`src/rtl/unary_add_arbiter.sv`:
```
// rtl/unary_add_arbiter.sv - round-robin scheduler sharing one serial 2-bit unary adder
module unary_add_arbiter #(
    parameter int NREQ = 4
) (
    input  logic              clk,
    input  logic              rst,
    input  logic [NREQ-1:0]   req,
    input  logic [2*NREQ-1:0] opa,
    input  logic [2*NREQ-1:0] opb,
    output logic [NREQ-1:0]   ack,
    output logic [2:0]        res,
    output logic              busy,
    output logic              adder_rst_n,
    output logic              adder_en,
    output logic              adder_rw,
    output logic              adder_A,
    output logic              adder_B,
    input  logic              adder_dout,
    input  logic              adder_C
);

    localparam int IDW = (NREQ > 1) ? $clog2(NREQ) : 1;

    typedef enum logic [2:0] {
        S_IDLE,
        S_READ,
        S_DRAIN,
        S_WRITE,
        S_DONE
    } state_t;

    state_t         state, state_nx;
    logic [1:0]     step, step_nx;
    logic [IDW-1:0] ptr, id, gnt_id;
    logic           gnt_vld;
    logic [1:0]     opa_q, opb_q, ones_q;
    logic           carry_q;
    int             idx;

    // First waiting requester at or after ptr, wrapping.
    always_comb begin
        gnt_vld = 1'b0;
        gnt_id  = '0;
        idx     = 0;
        for (int i = 0; i < NREQ; i++) begin
            idx = (int'(ptr) + i) % NREQ;
            if (!gnt_vld && req[idx[IDW-1:0]]) begin
                gnt_vld = 1'b1;
                gnt_id  = idx[IDW-1:0];
            end
        end
    end

    always_ff @(posedge clk or posedge rst) begin
        if (rst) begin
            state <= S_IDLE;
            step  <= 2'd0;
        end else begin
            state <= state_nx;
            step  <= step_nx;
        end
    end

    always_comb begin
        state_nx = state;
        step_nx  = step;
        adder_en = 1'b0;
        adder_rw = 1'b0;
        adder_A  = 1'b0;
        adder_B  = 1'b0;
        ack      = '0;
        res      = 3'd0;
        case (state)
            S_IDLE: begin
                if (gnt_vld) begin
                    state_nx = S_READ;
                    step_nx  = 2'd0;
                end
            end
            S_READ: begin
                adder_en = 1'b1;
                adder_A  = (opa_q > step);
                adder_B  = (opb_q > step);
                if (step == 2'd2) begin
                    state_nx = S_DRAIN;
                    step_nx  = 2'd0;
                end else begin
                    step_nx = step + 2'd1;
                end
            end
            S_DRAIN: begin
                adder_en = 1'b1;
                state_nx = S_WRITE;
                step_nx  = 2'd0;
            end
            S_WRITE: begin
                adder_en = 1'b1;
                adder_rw = 1'b1;
                if (step == 2'd3) begin
                    state_nx = S_DONE;
                    step_nx  = 2'd0;
                end else begin
                    step_nx = step + 2'd1;
                end
            end
            S_DONE: begin
                ack[id]  = 1'b1;
                res      = {carry_q, ones_q};
                state_nx = S_IDLE;
            end
            default: state_nx = S_IDLE;
        endcase
    end

    always_ff @(posedge clk or posedge rst) begin
        if (rst) begin
            ptr     <= '0;
            id      <= '0;
            opa_q   <= 2'd0;
            opb_q   <= 2'd0;
            carry_q <= 1'b0;
            ones_q  <= 2'd0;
        end else begin
            if (state == S_IDLE && gnt_vld) begin
                id      <= gnt_id;
                opa_q   <= opa[2*int'(gnt_id) +: 2];
                opb_q   <= opb[2*int'(gnt_id) +: 2];
                carry_q <= 1'b0;
                ones_q  <= 2'd0;
            end
            if ((state == S_READ || state == S_DRAIN || state == S_WRITE) && adder_C)
                carry_q <= 1'b1;
            // dout lags each write edge by one cycle, so sample from w=1 up to DONE entry.
            if (state == S_WRITE && step != 2'd0 && adder_dout && ones_q != 2'd3)
                ones_q <= ones_q + 2'd1;
            if (state == S_DONE) begin
                if (id == IDW'(NREQ - 1))
                    ptr <= '0;
                else
                    ptr <= id + IDW'(1);
            end
        end
    end

    assign busy        = (state != S_IDLE);
    assign adder_rst_n = ~rst;

endmodule
```
`config.mk`:
```
export PLATFORM = sky130hd
export DESIGN_NAME = unary_add_arbiter
export DESIGN_NICKNAME = d
export VERILOG_FILES = /design/src/rtl/unary_add_arbiter.sv
export SDC_FILE = /design/constraint.sdc
export NUM_CORES = 1
export LEC_CHECK = 0
export CORE_UTILIZATION = 35
export DETAILED_ROUTE_END_ITERATION = 10
export PLACE_DENSITY = 0.6
export SLEW_MARGIN = 20
export SYNTH_ARGS = -nofsm -noshare
export SYNTH_HDL_FRONTEND = slang
export SYNTH_SLANG_ARGS = --single-unit
```
`constraint.sdc`:
```
create_clock -name clk -period 1.85 [get_ports clk]
set_clock_uncertainty 0.05 [all_clocks]
set_input_delay 0.555 -clock clk [delete_from_list [all_inputs] [get_ports clk]]
set_output_delay 0.555 -clock clk [all_outputs]
set_load 0.05 [all_outputs]
```
==> results.toml, run 1 <==
[worst_setup_path]
cp-start-kind = "register"
cp_slowest_stage_delay_ns = 0.43
crit_arrival_ns = 1.51
cp.required_ns = 1.24
cp_max_fo = 2
worstRegToRegCells = 5
crit_path_cell_trace = "ha_4, nor2b_4, o21ai_2, a21oi_4, buf_12"
critical_path.slowest_cell = "dfrtp_1"
crit_type = "register to primary output"
cp-end-kind = "primary output"

[cts]
max-clock-path-buffers = 2
holdBufCountCts = 0
clockRootBuffer = "clkbuf_4"
clock_sinks = 16
cts_max_level = 1
cts_tree = "built"
clk_pin_slew_worst_paths_ns = 0.10
worstSkewPairLatency_ns = 0.28
cts_buffers = 3

[finish]
antenna_cells = 0
fin_cells = 229
fillers = 233
fin_area_um2 = 2170
layout.cells.most_common = "buf_4"
fin_nets = 224
drive_gt1_share_pct = 48.6
layout_common_cells = "20 x buf_4, 19 x clkdlybuf4s50_1, 12 x dfrtp_1"
area_delta_synth_final_pct = 93.3
fin_util_pct = 71.1

[route]
wl_met3_um = 83
wl_per_cell_um = 13.9
drt_iter0_markers = 30
via_per_inst = 4.89
top_layer_used = "met4"
antenna_left = 0
first_pass_iters = 5
dr_wl_met2_um = 1670
m1WireLength_um = 1360
via_count = 1119
drc = 0
wl_um = 3180

[power_and_ir_drop]
intPower_w = 0.00182
power_frac_seq_pct = 22.2
vdd_drop_max_uv = 1270
power_density_nw_per_um2 = 1490
p_sw_w = 0.00140
power_frac_comb_pct = 70.4
clkPwrFrac_pct = 7.4
swShare_pct = 43.5
p_leak_nw = 0.999

[synth]
synth_area_leaders = "dfrtp_1 36%, ha_1 16%, mux2i_1 7.1%"
yosysUniqueCellTypes = 35
synth_top_area_cell = "dfrtp_1"
syn_area_um2 = 1120
ys.flop_type = "dfrtp_1"
netlist.area_leader.share_pct = 35.7
synth_cells = 119
synth_edf_count = 0
synth_nets = 157
synth-seq-area-share_pct = 35.7
yosys_warnings = 0
syn_area_per_cell_um2 = 9.43
synthArstFlopShare_pct = 100
ys_ff_latch = 16

[die]
core_um2 = 3050
start_util_pct = 36.8
die_area_um2 = 3440
io_pins = 37
die_h_um = 58.6
rows = 20
die_w_um = 58.6

[global_route]
grtUsageTotal_pct = 18.9
grt_max_degree = 17
antenna_found_initial = 0
grt_pass1_wl_um = 4970
grt_pass1_vias = 1086
overflow = 0

[sta]
fin_ws_ns = -0.261
holdWs_ns = 0.460
hold_viol_final = 0
rsz0062_at_grt = "yes"
slew_headroom_pct = 80.2
fin_setup_tns_ns = -1.43
worst_pin_slew_ns = 0.295
post-route-period-util_pct = 114
fmax_mhz = 474
period_needed_ns = 2.11
setup_viol = 12
finalMaxSlewViolations = 0

[placement]
placed_cells = 212
gp_congestion = 0.719
hpwl_um = 2180
port-buffer-count = 36
place_area_um2 = 1800

[run]
cap_violations = 0

[status]
violations = "negative setup slack"
status = "complete, but fails checks"

[hold_path]
hold_depth = 1
hold_path_class = "register to register"
## logic make-up after synthesis
| group | count (synthesis) | synth area share [%] |
|---|---|---|
| mux | 9 | 8.14 |
| simple gates | 42 | 20.1 |
| flops | 16 | 35.7 |
| fa+ha+maj | 14 | 15.6 |
| buf+inv | 14 | 4.90 |
| compound gates | 24 | 15.6 |
## worst max-delay path, delay by kind of cell (launching register included)
family / cells / cell delay [ns]
DFF: 1 / 0.43
adders and majority gates: 1 / 0.30
and+or+nand+nor: 1 / 0.13
AOI/OAI and AO/OA: 2 / 0.21
buffers and inverters: 1 / 0.15
## power groups by stage
stage	sequential (W)	combinational (W)	clock (W)
final	0.000716	0.00227	0.000238
after global routing	0.000738	0.00245	0.000258
after CTS	0.000697	0.00213	0.000246
after detailed placement	0.000660	0.00176	0
after global placement	0.000655	0.00170	0
after floorplan	0.000645	0.00110	0
## per-stage QoR
stage | power (W) | setup slack [ns]
after floorplan | 0.00174 | -0.0454
after global placement | 0.00236 | -0.374
after detailed placement | 0.00242 | -0.389
after CTS | 0.00307 | -0.296
after global routing | 0.00345 | -0.330
final | 0.00322 | -0.261
## final timing paths
path	start	endpoint	slack [ns]
min in group asynchronous	rst	opa_q[0]	0.61
worst max-delay path	opb_q[1]	adder_B	-0.26
worst min-delay path	carry_q	carry_q	0.46
max in group asynchronous	rst	state[0]	0.93
worst max register to register	state[2]	opb_q[0]	0.07
worst min register to register	carry_q	carry_q	0.46
## layout make-up
type | instances | area, um2 | area share [%]
clock buffers | 4 | 36.3 | 1.67
inverters | 11 | 46.3 | 2.13
multi-input cells | 90 | 903 | 41.6
flip-flops and latches | 16 | 405 | 18.7
well taps | 44 | 55.1 | 2.54
repair buffers | 64 | 723 | 33.3
## sequential cells by signal, indices dropped and copies added, names as in the netlist
signal	flops
ones_q	2
step	2
id	2
ptr	2
state	3
carry_q	1
opa_q	2
opb_q	2
## routing by layer
metal	GRT usage, %	vias to the layer above
met3	3.30	6
li1	-	561
met2	32.8	25
met5	0	-
met4	5.10	0
met1	24.2	527
## synthesized netlist by cell type, drive strengths merged (3+ instances only)
cell and count:
dfrtp 16, ha 14, nand2 12, inv 11, mux2i 8, and3 7, a21oi 5, nor2 5
nor2b 5, o21ai 5, o221ai 4, nand3 3
## timing repair
action | CTS | global route
setup endpoints to repair | 17 | 17
gates resized for setup | 48 | 17
cloned | 2 | 0
pin swaps | 10 | 5
buffers inserted | 8 | 3
Power figures use the tool's default switching activity.
==> run 2, diff against run 1 <==
--- a/config.mk
+++ b/config.mk
@@ -7,7 +7,8 @@
 export LEC_CHECK = 0
 export CORE_UTILIZATION = 35
 export DETAILED_ROUTE_END_ITERATION = 10
-export PLACE_DENSITY = 0.6
+export HOLD_SLACK_MARGIN = 0.1
+export PLACE_DENSITY = 0.62
 export SLEW_MARGIN = 20
 export SYNTH_ARGS = -nofsm -noshare
 export SYNTH_HDL_FRONTEND = slang
==> constraint.sdc (replaced) <==
create_clock -name clk -period 1.7 [get_ports clk]
set_clock_uncertainty 0.05 [all_clocks]
set_input_delay 0.51 -clock clk [delete_from_list [all_inputs] [get_ports clk]]
set_output_delay 0.51 -clock clk [all_outputs]
set_load 0.05 [all_outputs]
==> run 2 against run 1 <==
  * Hold slack worse by 0.088 ns
  * Die area stayed put
  * Clock power grew 15%
  * The run still ends with negative setup slack left
  * Final area rose by 0.69%
  * First-iteration DRC count increased by 20%
  * Via count increased by 5.5%
  * Sequential power grew 6.1%
  * Critical endpoint is now adder_A
  * Wire length is 12% higher
  * Register-to-register slack got worse by 0.10 ns
  * Critical path depth increased by 1
  * Highest routed layer unchanged
  * Critical path type unchanged
  * Global-route usage up 2.3 points
  * Largest power group unchanged
==> results.toml, run 2 (synthesis results as in run 1) <==
[cts]
max-clock-path-buffers = 2
cts_max_level = 1
worstSkewPairLatency_ns = 0.31
cts_buffers = 3
clockRootBuffer = "clkbuf_4"
clk_pin_slew_worst_paths_ns = 0.12
cts_tree = "built"
clock_sinks = 16

[worst_setup_path]
cp_max_fo = 3
crit_start = "step[1]"
crit_arrival_ns = 1.53
cp.required_ns = 1.14
cp-start-kind = "register"
worstReg2RegStart = "state[2]"
cp-end-kind = "primary output"
crit_type = "register to primary output"
reg2reg_setup_slack_ns = -0.03

[global_route]
grt_pass1_wl_um = 5370
overflow = 0
grt_max_degree = 17
grt_pass1_vias = 1203
antenna_found_initial = 0
grtUsageTotal_pct = 21.2

[route]
wl_um = 3580
via_count = 1181
via_per_inst = 5.11
first_pass_iters = 4
drc = 0
wl_per_cell_um = 15.5
drt_iter0_markers = 36
antenna_left = 0

[hold_path]
hold_path_class = "input port to asynchronous set/reset pin"

[sta]
rsz0062_at_grt = "yes"
fmax_mhz = 478
finalMaxSlewViolations = 0
post-route-period-util_pct = 123
holdWs_ns = 0.373
worst_pin_slew_ns = 0.352
fin_ws_ns = -0.394
period_needed_ns = 2.09
hold_viol_final = 0
setup_viol = 17
slew_headroom_pct = 76.6

[placement]
port-buffer-count = 36
gp_congestion = 0.752
hpwl_um = 2380
place_area_um2 = 1820

[finish]
fin_area_um2 = 2180
antenna_cells = 0
largest_reg_flops = 3
top_register = "state"
fin_nets = 226
area_delta_synth_final_pct = 94.6
layout_common_cells = "18 x clkdlybuf4s50_1, 18 x buf_4, 12 x dfrtp_1"
drive_gt1_share_pct = 49.7

[power_and_ir_drop]
p_leak_nw = 0.999
power_density_nw_per_um2 = 1680
vdd_drop_max_uv = 1390

[die]
rows = 20
die_h_um = 58.6
io_pins = 37
start_util_pct = 36.8
die_area_um2 = 3440
core_um2 = 3050
die_w_um = 58.6

[status]
status = "complete, but fails checks"
violations = "negative setup slack"

[run]
cap_violations = 0
## run 2: cell count changes in the layout (fill, tap and decap cells not counted), moves of 2 or more
| cell | change |
|---|---|
| buf_6 | +3 |
| dlygate4sd2_1 | +3 |
| buf_4 | -2 |
| dlymetal6s2s_1 | -2 |
| o221ai_1 | -2 |
| o221ai_2 | +2 |
## run 2: where the power goes
part	switching (W)	internal (W)	total, W
Clock	0.000143	0.000131	0.000274
Combinational	0.00127	0.00136	0.00263
Sequential	0.000200	0.000560	0.000760
Total	0.00161	0.00205	0.00366
## run 2: repair_timing
action	4_1_cts	5_1_grt
endpoints found under the setup margin	23	17
cloned	2	0
setup buffers	9	4
gates resized for setup	54	14
pin swaps	13	12
hold buffers	0	0
## run 2: layer usage
metal / GRT usage [%] / share of wire, % / wire length (um)
met4: 10.5 / 2.4 / 85
met3: 3.30 / 2.9 / 102
met1: 22.8 / 41 / 1460
met2: 40.1 / 54 / 1930
met5: 0 / 0 / 0
## run 2: path summary, 6_finish.rpt
path | cells past startpoint | to
worst max-delay path | 6 | adder_A
worst min-delay path | 3 | opa_q[0]
worst max register to register | 5 | opb_q[1]
worst min register to register | 1 | ones_q[0]
max in group asynchronous | 3 | state[1]
min in group clk | 1 | ones_q[0]
## run 2: worst max-delay path: stages, from the launching register on
cell,delay (ns)
dfrtp_1,0.38
inv_2,0.08
ha_4,0.27
nor2b_4,0.14
o21ai_2,0.08
a21oi_4,0.14
buf_12,0.15
## run 2: cell type report
class	instances	area, um2
tap	44	55.1
sequential	16	405
multi-input combinational	90	906
inverter	11	43.8
clock buffer	4	36.3
fill	217	868
timing repair buffer	66	738
## run 2: through the flow
| stage | power [W] | setup slack (ns) | instances | util (%) | setup TNS, ns |
|---|---|---|---|---|---|
| floorplan | 0.00190 | -0.150 | 119 | - | -0.331 |
| global placement | 0.00258 | -0.456 | 213 | 59.5 | -5.16 |
| detailed placement | 0.00268 | -0.512 | 213 | 59.5 | -5.84 |
| CTS | 0.00349 | -0.412 | 228 | 69.1 | -2.85 |
| global route | 0.00388 | -0.461 | 231 | 71.6 | -4.28 |
| finish | 0.00366 | -0.394 | 231 | 71.6 | -3.50 |
